### src/rtl/serial_fifo_ctrl_if.sv
`default_nettype none
// ============================================================================
// Module   : serial_fifo_ctrl_if
// Brief    : Device-bus and UART-side signal bundle for serial_fifo_ctrl.
// Revision : 1.0 - initial release
// ============================================================================
interface serial_fifo_ctrl_if #(
    parameter int DATA_WIDTH = 8
);
    logic                  enable_i;
    logic                  readEnable_i;
    logic [1:0]            regSel_i;
    logic [31:0]           dataSave_i;
    logic [31:0]           dataLoad_o;
    logic                  int_o;
    logic                  rxdReady_i;
    logic [DATA_WIDTH-1:0] rxdData_i;
    logic                  txdBusy_i;
    logic                  txdStart_o;
    logic [DATA_WIDTH-1:0] txdData_o;

    modport master (
        output enable_i, readEnable_i, regSel_i, dataSave_i,
        output rxdReady_i, rxdData_i, txdBusy_i,
        input  dataLoad_o, int_o, txdStart_o, txdData_o
    );

    modport slave (
        input  enable_i, readEnable_i, regSel_i, dataSave_i,
        input  rxdReady_i, rxdData_i, txdBusy_i,
        output dataLoad_o, int_o, txdStart_o, txdData_o
    );
endinterface
`default_nettype wire

### src/rtl/serial_fifo_ctrl.sv
`default_nettype none
// ============================================================================
// Module   : serial_fifo_ctrl
// Brief    : COM controller with RX/TX FIFOs, status/ctrl/count registers and
//            a maskable interrupt. Define SERIAL_TX_INT_EN for the TX-drained IRQ.
// Revision : 1.0 - initial release
// ============================================================================
module serial_fifo_ctrl #(
    parameter int DATA_WIDTH    = 8,
    parameter int RX_DEPTH_LOG2 = 4,
    parameter int TX_DEPTH_LOG2 = 4,
    parameter bit RX_IE_RESET   = 1'b1
) (
    input  logic              clkMain,
    input  logic              rst,
    serial_fifo_ctrl_if.slave bus
);
    typedef logic [RX_DEPTH_LOG2-1:0] rx_ptr_t;
    typedef logic [RX_DEPTH_LOG2:0]   rx_cnt_t;
    typedef logic [TX_DEPTH_LOG2-1:0] tx_ptr_t;
    typedef logic [TX_DEPTH_LOG2:0]   tx_cnt_t;

    typedef enum logic [1:0] {
        S_IDLE  = 2'd0,
        S_START = 2'd1,
        S_GUARD = 2'd2,
        S_WAIT  = 2'd3
    } tx_state_t;

    logic [DATA_WIDTH-1:0] r_rxMem [1<<RX_DEPTH_LOG2];
    logic [DATA_WIDTH-1:0] r_txMem [1<<TX_DEPTH_LOG2];
    rx_ptr_t               r_rxWr, r_rxRd;
    rx_cnt_t               r_rxCount;
    tx_ptr_t               r_txWr, r_txRd;
    tx_cnt_t               r_txCount;
    logic                  r_rxOvf, r_txOvf, r_rxIntEn;
    tx_state_t             r_state;
    logic                  r_txdStart;
    logic [DATA_WIDTH-1:0] r_txdData;
    logic                  r_int;

    logic        w_rdAcc, w_wrAcc, w_dataRd, w_dataWr, w_ctrlWr;
    logic        w_rxEmpty, w_rxFull, w_rxPop, w_rxPush, w_rxDrop;
    logic        w_txEmpty, w_txFull, w_txPop, w_txPush, w_txDrop;
    logic        w_txIdle, w_txIntEn, w_txTerm;
    logic [31:0] w_dataLoad;
    logic        w_unused;

    assign w_rdAcc  = bus.enable_i & bus.readEnable_i;
    assign w_wrAcc  = bus.enable_i & ~bus.readEnable_i;
    assign w_dataRd = w_rdAcc & (bus.regSel_i == 2'd0);
    assign w_dataWr = w_wrAcc & (bus.regSel_i == 2'd0);
    assign w_ctrlWr = w_wrAcc & (bus.regSel_i == 2'd2);

    // Count never exceeds depth, so its MSB alone marks "full".
    assign w_rxEmpty = (r_rxCount == '0);
    assign w_rxFull  = r_rxCount[RX_DEPTH_LOG2];
    assign w_rxPop   = w_dataRd & ~w_rxEmpty;
    assign w_rxPush  = bus.rxdReady_i & (~w_rxFull | w_rxPop);
    assign w_rxDrop  = bus.rxdReady_i & ~w_rxPush;

    assign w_txEmpty = (r_txCount == '0);
    assign w_txFull  = r_txCount[TX_DEPTH_LOG2];
    assign w_txIdle  = (r_state == S_IDLE);
    assign w_txPop   = w_txIdle & ~w_txEmpty & ~bus.txdBusy_i;
    assign w_txPush  = w_dataWr & (~w_txFull | w_txPop);
    assign w_txDrop  = w_dataWr & ~w_txPush;

    assign w_unused  = ^bus.dataSave_i;

`ifdef SERIAL_TX_INT_EN
    logic r_txIntEn;
    always_ff @(posedge clkMain) begin
        if (rst) begin
            r_txIntEn <= 1'b0;
        end else if (w_ctrlWr) begin
            r_txIntEn <= bus.dataSave_i[1];
        end
    end
    assign w_txIntEn = r_txIntEn;
`else
    assign w_txIntEn = 1'b0;
`endif

    assign w_txTerm = w_txIntEn & w_txEmpty & w_txIdle;

    always_ff @(posedge clkMain) begin
        if (rst) begin
            r_rxWr    <= '0;
            r_rxRd    <= '0;
            r_rxCount <= '0;
        end else begin
            if (w_rxPush) r_rxWr <= r_rxWr + rx_ptr_t'(1);
            if (w_rxPop)  r_rxRd <= r_rxRd + rx_ptr_t'(1);
            case ({w_rxPush, w_rxPop})
                2'b10:   r_rxCount <= r_rxCount + rx_cnt_t'(1);
                2'b01:   r_rxCount <= r_rxCount - rx_cnt_t'(1);
                default: r_rxCount <= r_rxCount;
            endcase
        end
    end

    always_ff @(posedge clkMain) begin
        if (w_rxPush) r_rxMem[r_rxWr] <= bus.rxdData_i;
    end

    always_ff @(posedge clkMain) begin
        if (rst) begin
            r_txWr    <= '0;
            r_txRd    <= '0;
            r_txCount <= '0;
        end else begin
            if (w_txPush) r_txWr <= r_txWr + tx_ptr_t'(1);
            if (w_txPop)  r_txRd <= r_txRd + tx_ptr_t'(1);
            case ({w_txPush, w_txPop})
                2'b10:   r_txCount <= r_txCount + tx_cnt_t'(1);
                2'b01:   r_txCount <= r_txCount - tx_cnt_t'(1);
                default: r_txCount <= r_txCount;
            endcase
        end
    end

    always_ff @(posedge clkMain) begin
        if (w_txPush) r_txMem[r_txWr] <= bus.dataSave_i[DATA_WIDTH-1:0];
    end

    // A fresh overflow in the same cycle as a clear request wins, so no drop goes unreported.
    always_ff @(posedge clkMain) begin
        if (rst) begin
            r_rxIntEn <= RX_IE_RESET;
            r_rxOvf   <= 1'b0;
            r_txOvf   <= 1'b0;
        end else begin
            if (w_ctrlWr) begin
                r_rxIntEn <= bus.dataSave_i[0];
                if (bus.dataSave_i[2]) begin
                    r_rxOvf <= 1'b0;
                    r_txOvf <= 1'b0;
                end
            end
            if (w_rxDrop) r_rxOvf <= 1'b1;
            if (w_txDrop) r_txOvf <= 1'b1;
        end
    end

    always_ff @(posedge clkMain) begin
        if (rst) begin
            r_state    <= S_IDLE;
            r_txdStart <= 1'b0;
            r_txdData  <= '0;
            r_int      <= 1'b0;
        end else begin
            r_txdStart <= 1'b0;
            r_int      <= (r_rxIntEn & ~w_rxEmpty) | w_txTerm;
            case (r_state)
                S_IDLE: begin
                    if (w_txPop) begin
                        r_txdData  <= r_txMem[r_txRd];
                        r_txdStart <= 1'b1;
                        r_state    <= S_START;
                    end
                end
                S_START: r_state <= S_GUARD;
                // GUARD gives the transmitter one cycle to raise busy before it is sampled.
                S_GUARD: r_state <= S_WAIT;
                S_WAIT:  if (!bus.txdBusy_i) r_state <= S_IDLE;
                default: r_state <= S_IDLE;
            endcase
        end
    end

    always_comb begin
        w_dataLoad = '0;
        if (w_rdAcc) begin
            case (bus.regSel_i)
                2'd0:    if (!w_rxEmpty) w_dataLoad = 32'(r_rxMem[r_rxRd]);
                2'd1:    w_dataLoad = {26'b0, r_txOvf, r_rxOvf, w_txFull,
                                       w_txEmpty & w_txIdle, w_rxFull, ~w_rxEmpty};
                2'd2:    w_dataLoad = {30'b0, w_txIntEn, r_rxIntEn};
                default: w_dataLoad = {16'b0, 8'(r_txCount), 8'(r_rxCount)};
            endcase
        end
    end

    assign bus.dataLoad_o = w_dataLoad;
    assign bus.int_o      = r_int;
    assign bus.txdStart_o = r_txdStart;
    assign bus.txdData_o  = r_txdData;
endmodule
`default_nettype wire
### src/flat_wrapper.sv
// flat-port wrapper written by rule: the top's interface ports become plain ports
module serial_fifo_ctrl_flat 
#(
    parameter int DATA_WIDTH    = 8,
    parameter int RX_DEPTH_LOG2 = 4,
    parameter int TX_DEPTH_LOG2 = 4,
    parameter bit RX_IE_RESET   = 1'b1
)
  (clkMain, rst, bus_enable_i, bus_readEnable_i, bus_regSel_i, bus_dataSave_i, bus_rxdReady_i, bus_rxdData_i, bus_txdBusy_i, bus_dataLoad_o, bus_int_o, bus_txdStart_o, bus_txdData_o);
  serial_fifo_ctrl_if #(.DATA_WIDTH(DATA_WIDTH)) bus_i ();
  input  logic clkMain;
  input  logic rst;
  input wire logic [$bits(bus_i.enable_i)-1:0] bus_enable_i;
  input wire logic [$bits(bus_i.readEnable_i)-1:0] bus_readEnable_i;
  input wire logic [$bits(bus_i.regSel_i)-1:0] bus_regSel_i;
  input wire logic [$bits(bus_i.dataSave_i)-1:0] bus_dataSave_i;
  input wire logic [$bits(bus_i.rxdReady_i)-1:0] bus_rxdReady_i;
  input wire logic [$bits(bus_i.rxdData_i)-1:0] bus_rxdData_i;
  input wire logic [$bits(bus_i.txdBusy_i)-1:0] bus_txdBusy_i;
  output wire logic [$bits(bus_i.dataLoad_o)-1:0] bus_dataLoad_o;
  output wire logic [$bits(bus_i.int_o)-1:0] bus_int_o;
  output wire logic [$bits(bus_i.txdStart_o)-1:0] bus_txdStart_o;
  output wire logic [$bits(bus_i.txdData_o)-1:0] bus_txdData_o;
  assign bus_i.enable_i = bus_enable_i;
  assign bus_i.readEnable_i = bus_readEnable_i;
  assign bus_i.regSel_i = bus_regSel_i;
  assign bus_i.dataSave_i = bus_dataSave_i;
  assign bus_i.rxdReady_i = bus_rxdReady_i;
  assign bus_i.rxdData_i = bus_rxdData_i;
  assign bus_i.txdBusy_i = bus_txdBusy_i;
  assign bus_dataLoad_o = bus_i.dataLoad_o;
  assign bus_int_o = bus_i.int_o;
  assign bus_txdStart_o = bus_i.txdStart_o;
  assign bus_txdData_o = bus_i.txdData_o;
  serial_fifo_ctrl #(.DATA_WIDTH(DATA_WIDTH), .RX_DEPTH_LOG2(RX_DEPTH_LOG2), .TX_DEPTH_LOG2(TX_DEPTH_LOG2), .RX_IE_RESET(RX_IE_RESET)) u_core (.clkMain(clkMain), .rst(rst), .bus(bus_i));
endmodule
### config.mk
export PLATFORM = sky130hd
export DESIGN_NAME = serial_fifo_ctrl_flat
export DESIGN_NICKNAME = d
export VERILOG_FILES = /design/src/rtl/serial_fifo_ctrl_if.sv /design/src/rtl/serial_fifo_ctrl.sv /design/src/flat_wrapper.sv
export SDC_FILE = /design/constraint.sdc
export NUM_CORES = 1
export LEC_CHECK = 0
export BUFFER_PORTS_ARGS = -buffer_cell sky130_fd_sc_hd__buf_2
export CORE_MARGIN = 2
export CORE_UTILIZATION = 60
export DETAILED_ROUTE_END_ITERATION = 8
export PLACE_DENSITY_LB_ADDON = 0.08
export SETUP_SLACK_MARGIN = 0.4
export SLEW_MARGIN = 25
export SYNTH_ARGS = -nofsm -noshare
export SYNTH_HDL_FRONTEND = slang
export SYNTH_SLANG_ARGS = --single-unit
### constraint.sdc
create_clock -name clkMain -period 6.5 [get_ports clkMain]
set_input_delay 0.325 -clock clkMain [delete_from_list [all_inputs] [get_ports clkMain]]
set_output_delay 0.325 -clock clkMain [all_outputs]
set_load 0.1 [all_outputs]
* After elaboration in Yosys (flattened, before gate mapping) *
Memory sizes are Yosys's and may differ from the RTL's. A register that Yosys moved wholly into a read port is not among the register bits.
Cells that the tools add are included.

storage, ports and cells
  register bits after elaboration = 33
  output and inout port bits = 42
  memory bits (read-only) = 0
  memories = 2
  bits in latches = 0
  bits in writable memories = 256

cells by class
  shift-type cells = 0
  eq/ne operators = 11
  $add $sub $neg = 8
  $lt $le $gt $ge = 0
  mux-type cells = 19
  reduce and logical (&&, ||, !) cells = 15
  multiply operators = 0
  bitwise logic cells = 25
  divide/modulo/power cells = 0

memories
  memory          words  bits a word  read ports  clocked after memory_dff  write ports  RTL line                RTL
  u_core.r_rxMem  16     8            1           1                         1            serial_fifo_ctrl.sv:30  logic [DATA_WIDTH-1:0] r_rxMem [1<<RX_DEPTH_LOG2];
  u_core.r_txMem  16     8            1           1                         1            serial_fifo_ctrl.sv:31  logic [DATA_WIDTH-1:0] r_txMem [1<<TX_DEPTH_LOG2];

operator list
  operator               count
  $pmux W13 S3           1
  $mux W32               1
  $pmux W5 S2            2
  $add A4 B1 Y4 const B  4
  $and A1 B1 Y1          14
  $reduce_bool A2 Y1     6
  $add A5 B1 Y5 const B  2
  $eq A2 B2 Y1 const B   5
  $logic_not A5 Y1       2
  $sub A5 B1 Y5 const B  2
  $mux W1                9
  $not A1 Y1             9
  $eq A2 B1 Y1 const B   4
  $mux W4                2
  $mux W8                1
  $pmux W2 S4            1
  $reduce_and A2 Y1      4
  $logic_not A2 Y1       2
  $mux W2                2
  $ne A2 B1 Y1 const B   1
  $ne A2 B2 Y1 const B   1
  $or A1 B1 Y1           2
  $reduce_or A2 Y1       1

* Longest topological paths before layout *
  depth after elaboration = 10
  depth in mapped cells = 14
  mapped depth without buffers = 13

* Worst setup path before layout *
No wires, ideal clock.

  path type = flip-flop to output port
  start = reg (tool-made name)
  end = out bus_dataLoad_o[6]
  arrival time = 3.367 ns
  setup slack = 2.808 ns
  cell stages (with the launch flop) = 7
  path through = dfxtp_1 buf_2 buf_6 buf_2 mux4_2 o21ai_0 a211oi_1

RTL lines
  what              RTL line            RTL
  end: declaration  flat_wrapper.sv:20  output wire logic [$bits(bus_i.dataLoad_o)-1:0] bus_dataLoad_o;

==> impl_metrics.csv <==
group,metric,value,unit
final_layout,finalNetCount,855,
grt,grt_pass1_wl,37.0,mm
detailed_routing,vias_per_cell,6.00,
sta,max_freq,296,MHz
floorplanning,coreArea,0.0203,sq mm
clocking,cts_setup_buffers,0,
setup_path,critPathKind,"reg -> out",
synth,syn_inst,733,
setup_path,worstPathCellList,"buf_4, mux4_2, mux2_2, a21oi_1, o22ai_1, buf_2",
grt,grt_pass1_vias,6525,
setup_path,r2r_slack,3.37,ns
synth,ys.flop_type,"edfxtp_1",
final_layout,fin_cells,1079,
flow_run,drv_cap,0,
detailed_routing,wl_per_cell,22.2,microns
power_and_ir_drop,power_leakage,4.63,nW
setup_path,worst_r2r_endpoint,"u_core.r_rxCount[4]",
synth,synth_compound_area_frac,0.0317,
setup_path,r2r_start,"u_core.r_rxCount[1]",
setup_path,crit_path_top_delay_cell,"mux4_2",
synth,synth_top_area_frac,0.617,
final_layout,layout-drive-gt1-share,0.237,
final_layout,layout_common_cells,"edfxtp_1 (256), mux4_2 (64), nor2_1 (62)",
floorplanning,pin_count,90,
floorplanning,rows,52,
sta,fin_crit,3.38,ns
synth,yosysUniqueCellTypes,55,
worst_hold_path,hold_end,"u_core.r_rxOvf",
synth,synthMuxAreaShare,0.144,
worst_hold_path,holdPathStages,3,
grt,grtUsageTotal,0.224,
setup_path,path_max_fanout,28,
final_layout,utilization,0.681,
clocking,clock-root-buffer,"clkbuf_16",
sta,maxSlewViolCount,0,
synth,syn_avg_cell_area,17.0,sq um
sta,maxSlewHeadroom,0.265,
sta,finalHoldViolCount,0,
sta,finalSetupViolCount,0,
worst_hold_path,hp-start,"bus_rxdReady_i",
clocking,cts_sinks,301,
clocking,clock_latency,0.56,ns
power_and_ir_drop,ir_drop,0.000253,V
clocking,postCtsHoldBufs,0,
sta,min_period_over_period,0.519,
placement,io_buffers,46,
synth,synth_edf_count,256,
floorplanning,initial_core_util,0.614,
final_layout,regArea,0.00859,sq mm
placement,place_area,0.0128,sq mm
detailed_routing,antenna_left,0,
clocking,htree_levels,1,
placement,dp_slack,3.33,ns
grt,antenna_found_initial,0,
sta,rsz0062_at_grt,"false",
synth,synth_area_leaders,"edfxtp_1 (62%), mux4_2 (12%), dfxtp_1 (7.2%), mux2i_1 (2.2%), ha_1 (2.2%)",
sta,fin_setup_tns,0,ns
detailed_routing,drt_wl_total,23.9,mm
detailed_routing,dr.pass1.iters,5,
placement,dp.cells,1021,
setup_path,worstPathArrival,3.05,ns
synth,yosys.area.top_type,"edfxtp_1",
synth,yosys_warnings,0,
sta,fin_skew,0.0106,ns
setup_path,cp_slowest_stage_delay,0.57,ns
grt,overflow,0,
synth,ys_ff_latch,301,
sta,worst_slack,3.12,ns
power_and_ir_drop,power_density,318,mW/mm^2
clocking,cts_buffers,31,
detailed_routing,drt_iter0_markers,644,
run_status,status,"complete, no violations",
sta,tightest_slew,1.10,ns
synth,synth-seq-area-share,0.689,
floorplanning,die_h,148,microns
placement,gp_congestion,0.795,
worst_hold_path,hold_class,"in -> reg",
floorplanning,dieArea,0.0219,sq mm
setup_path,critPathRequiredTime,6.17,ns
synth,ys_async_sr_fraction,0,
synth,synthAdderAreaFrac,0.0237,
final_layout,final_common_cell,"edfxtp_1",
final_layout,num-fill-cells,1323,
detailed_routing,drc,0,
synth,synth_simple_gate_area_frac,0.0653,
setup_path,ff2ff_path_depth,11,
final_layout,fin_area,0.0138,sq mm
synth,synth_top_family_by_area,"multiplexers",
setup_path,cp-start-kind,"flip-flop",
detailed_routing,via_count,6476,
synth,synth_xor_area_frac,0.0119,
synth,syn_area,0.0125,sq mm
clocking,cts_tree,"done",
placement,dp_hpwl,14.9,mm
final_layout,area_growth,11.0,%
clocking,clk_pin_slew_worst_paths,0.06,ns
clocking,clk_path_buf_depth,3,
clocking,post_cts_resized,0,
floorplanning,die_w,148,microns
grt,grt_max_degree,50,
final_layout,diodes,0,
final_layout,multi_input_area,0.00354,sq mm
setup_path,worstSetupEndpointType,"output port",
[flip-flops by register name, indices dropped and copies added (netlist names), named ones only]
register,flops
u_core.bus.txdData_o,8
u_core.r_rxCount,5
u_core.r_txMem,128
u_core.r_rxOvf,1
u_core.r_rxIntEn,1
u_core.r_txCount,5
u_core.r_state,2
u_core.r_txWr,4
u_core.bus.int_o,1
u_core.r_rxWr,4
u_core.r_txRd,4
u_core.bus.txdStart_o,1
u_core.r_txOvf,1
u_core.r_rxRd,4
u_core.r_rxMem,128
[critical path: cells and delay by family, from the launching register on]
family	cells	cell delay (ns)
multiplexers	2	0.84
buffers and inverters	2	0.72
AO/OA/AOI/OAI	2	0.59
flip-flops	1	0.31
[Yosys cell counts (2+ instances only)]
| master | count |
|---|---|
| o22ai_1 | 4 |
| nor2b_1 | 8 |
| mux2i_1 | 28 |
| edfxtp_1 | 256 |
| buf_6 | 4 |
| nand3b_1 | 11 |
| mux4_2 | 64 |
| o21ai_0 | 6 |
| o21ai_1 | 2 |
| dfxtp_1 | 45 |
| nand2_1 | 25 |
| ha_1 | 22 |
| xor2_1 | 12 |
| inv_1 | 13 |
| nand2b_1 | 8 |
| buf_2 | 14 |
| a21boi_2 | 2 |
| nor3b_1 | 4 |
| buf_1 | 6 |
| and3_1 | 6 |
| mux2_2 | 6 |
| a21oi_1 | 21 |
| nand3_1 | 5 |
| xnor2_1 | 5 |
| a211oi_1 | 5 |
| nor3_1 | 12 |
| or3_1 | 2 |
| nor2_1 | 64 |
| buf_4 | 24 |
| a21o_1 | 3 |
| a211o_1 | 3 |
| a32oi_1 | 2 |
| nand4_1 | 3 |
| o221ai_1 | 8 |
| clkbuf_1 | 10 |
[logic make-up after synthesis]
kind of cell	count (synthesis)
mux	99
simple gates	159
fa+ha+maj	23
flops	301
other cells	1
compound gates	59
xor+xnor	17
buf+inv	74
[worst max path at each step]
stage,startpoint,endpoint,slack [ns],depth (start not counted)
after global routing,flip-flop,bus_dataLoad_o[2],2.98,7
after detailed placement,bus_regSel_i[1],u_core.r_rxCount[4],3.33,12
final,flip-flop,bus_dataLoad_o[4],3.12,6
after floorplan,flip-flop,bus_dataLoad_o[6],2.81,6
after CTS,flip-flop,bus_dataLoad_o[4],3.10,6
after global placement,bus_regSel_i[1],u_core.r_rxCount[4],3.42,12
[cell type report]
cell class	instances	area share
clock buffers	44	0.0632
well taps	270	0.0244
multi-input cells	376	0.256
repair buffers	59	0.0237
clock inverters	14	0.00751
flip-flops and latches	301	0.621
inverters	15	0.00425
[stage by stage]
| step | power [mW] | hold WS, ns |
|---|---|---|
| after floorplan | 2.66 | 0.424 |
| after global placement | 2.75 | 0.470 |
| after detailed placement | 2.77 | 0.478 |
| after CTS | 4.44 | 0.0436 |
| after global routing | 4.56 | 0.0760 |
| final | 4.41 | 0.0692 |
[power by group]
group	internal (mW)	switching, mW	total [mW]
Clock	0.976	0.700	1.68
Combinational	0.157	0.398	0.555
Sequential	2.14	0.0358	2.18
Total	3.27	1.13	4.41
[metal layers]
| layer | part of all wire | track usage | vias to the layer above |
|---|---|---|---|
| li1 | - | - | 2911 |
| met1 | 0.43 | 0.327 | 3305 |
| met2 | 0.49 | 0.363 | 221 |
| met3 | 0.064 | 0.0387 | 39 |
| met4 | 0.019 | 0.0514 | 0 |
| met5 | 0 | 0 | - |
Power figures use the tool's default switching activity.
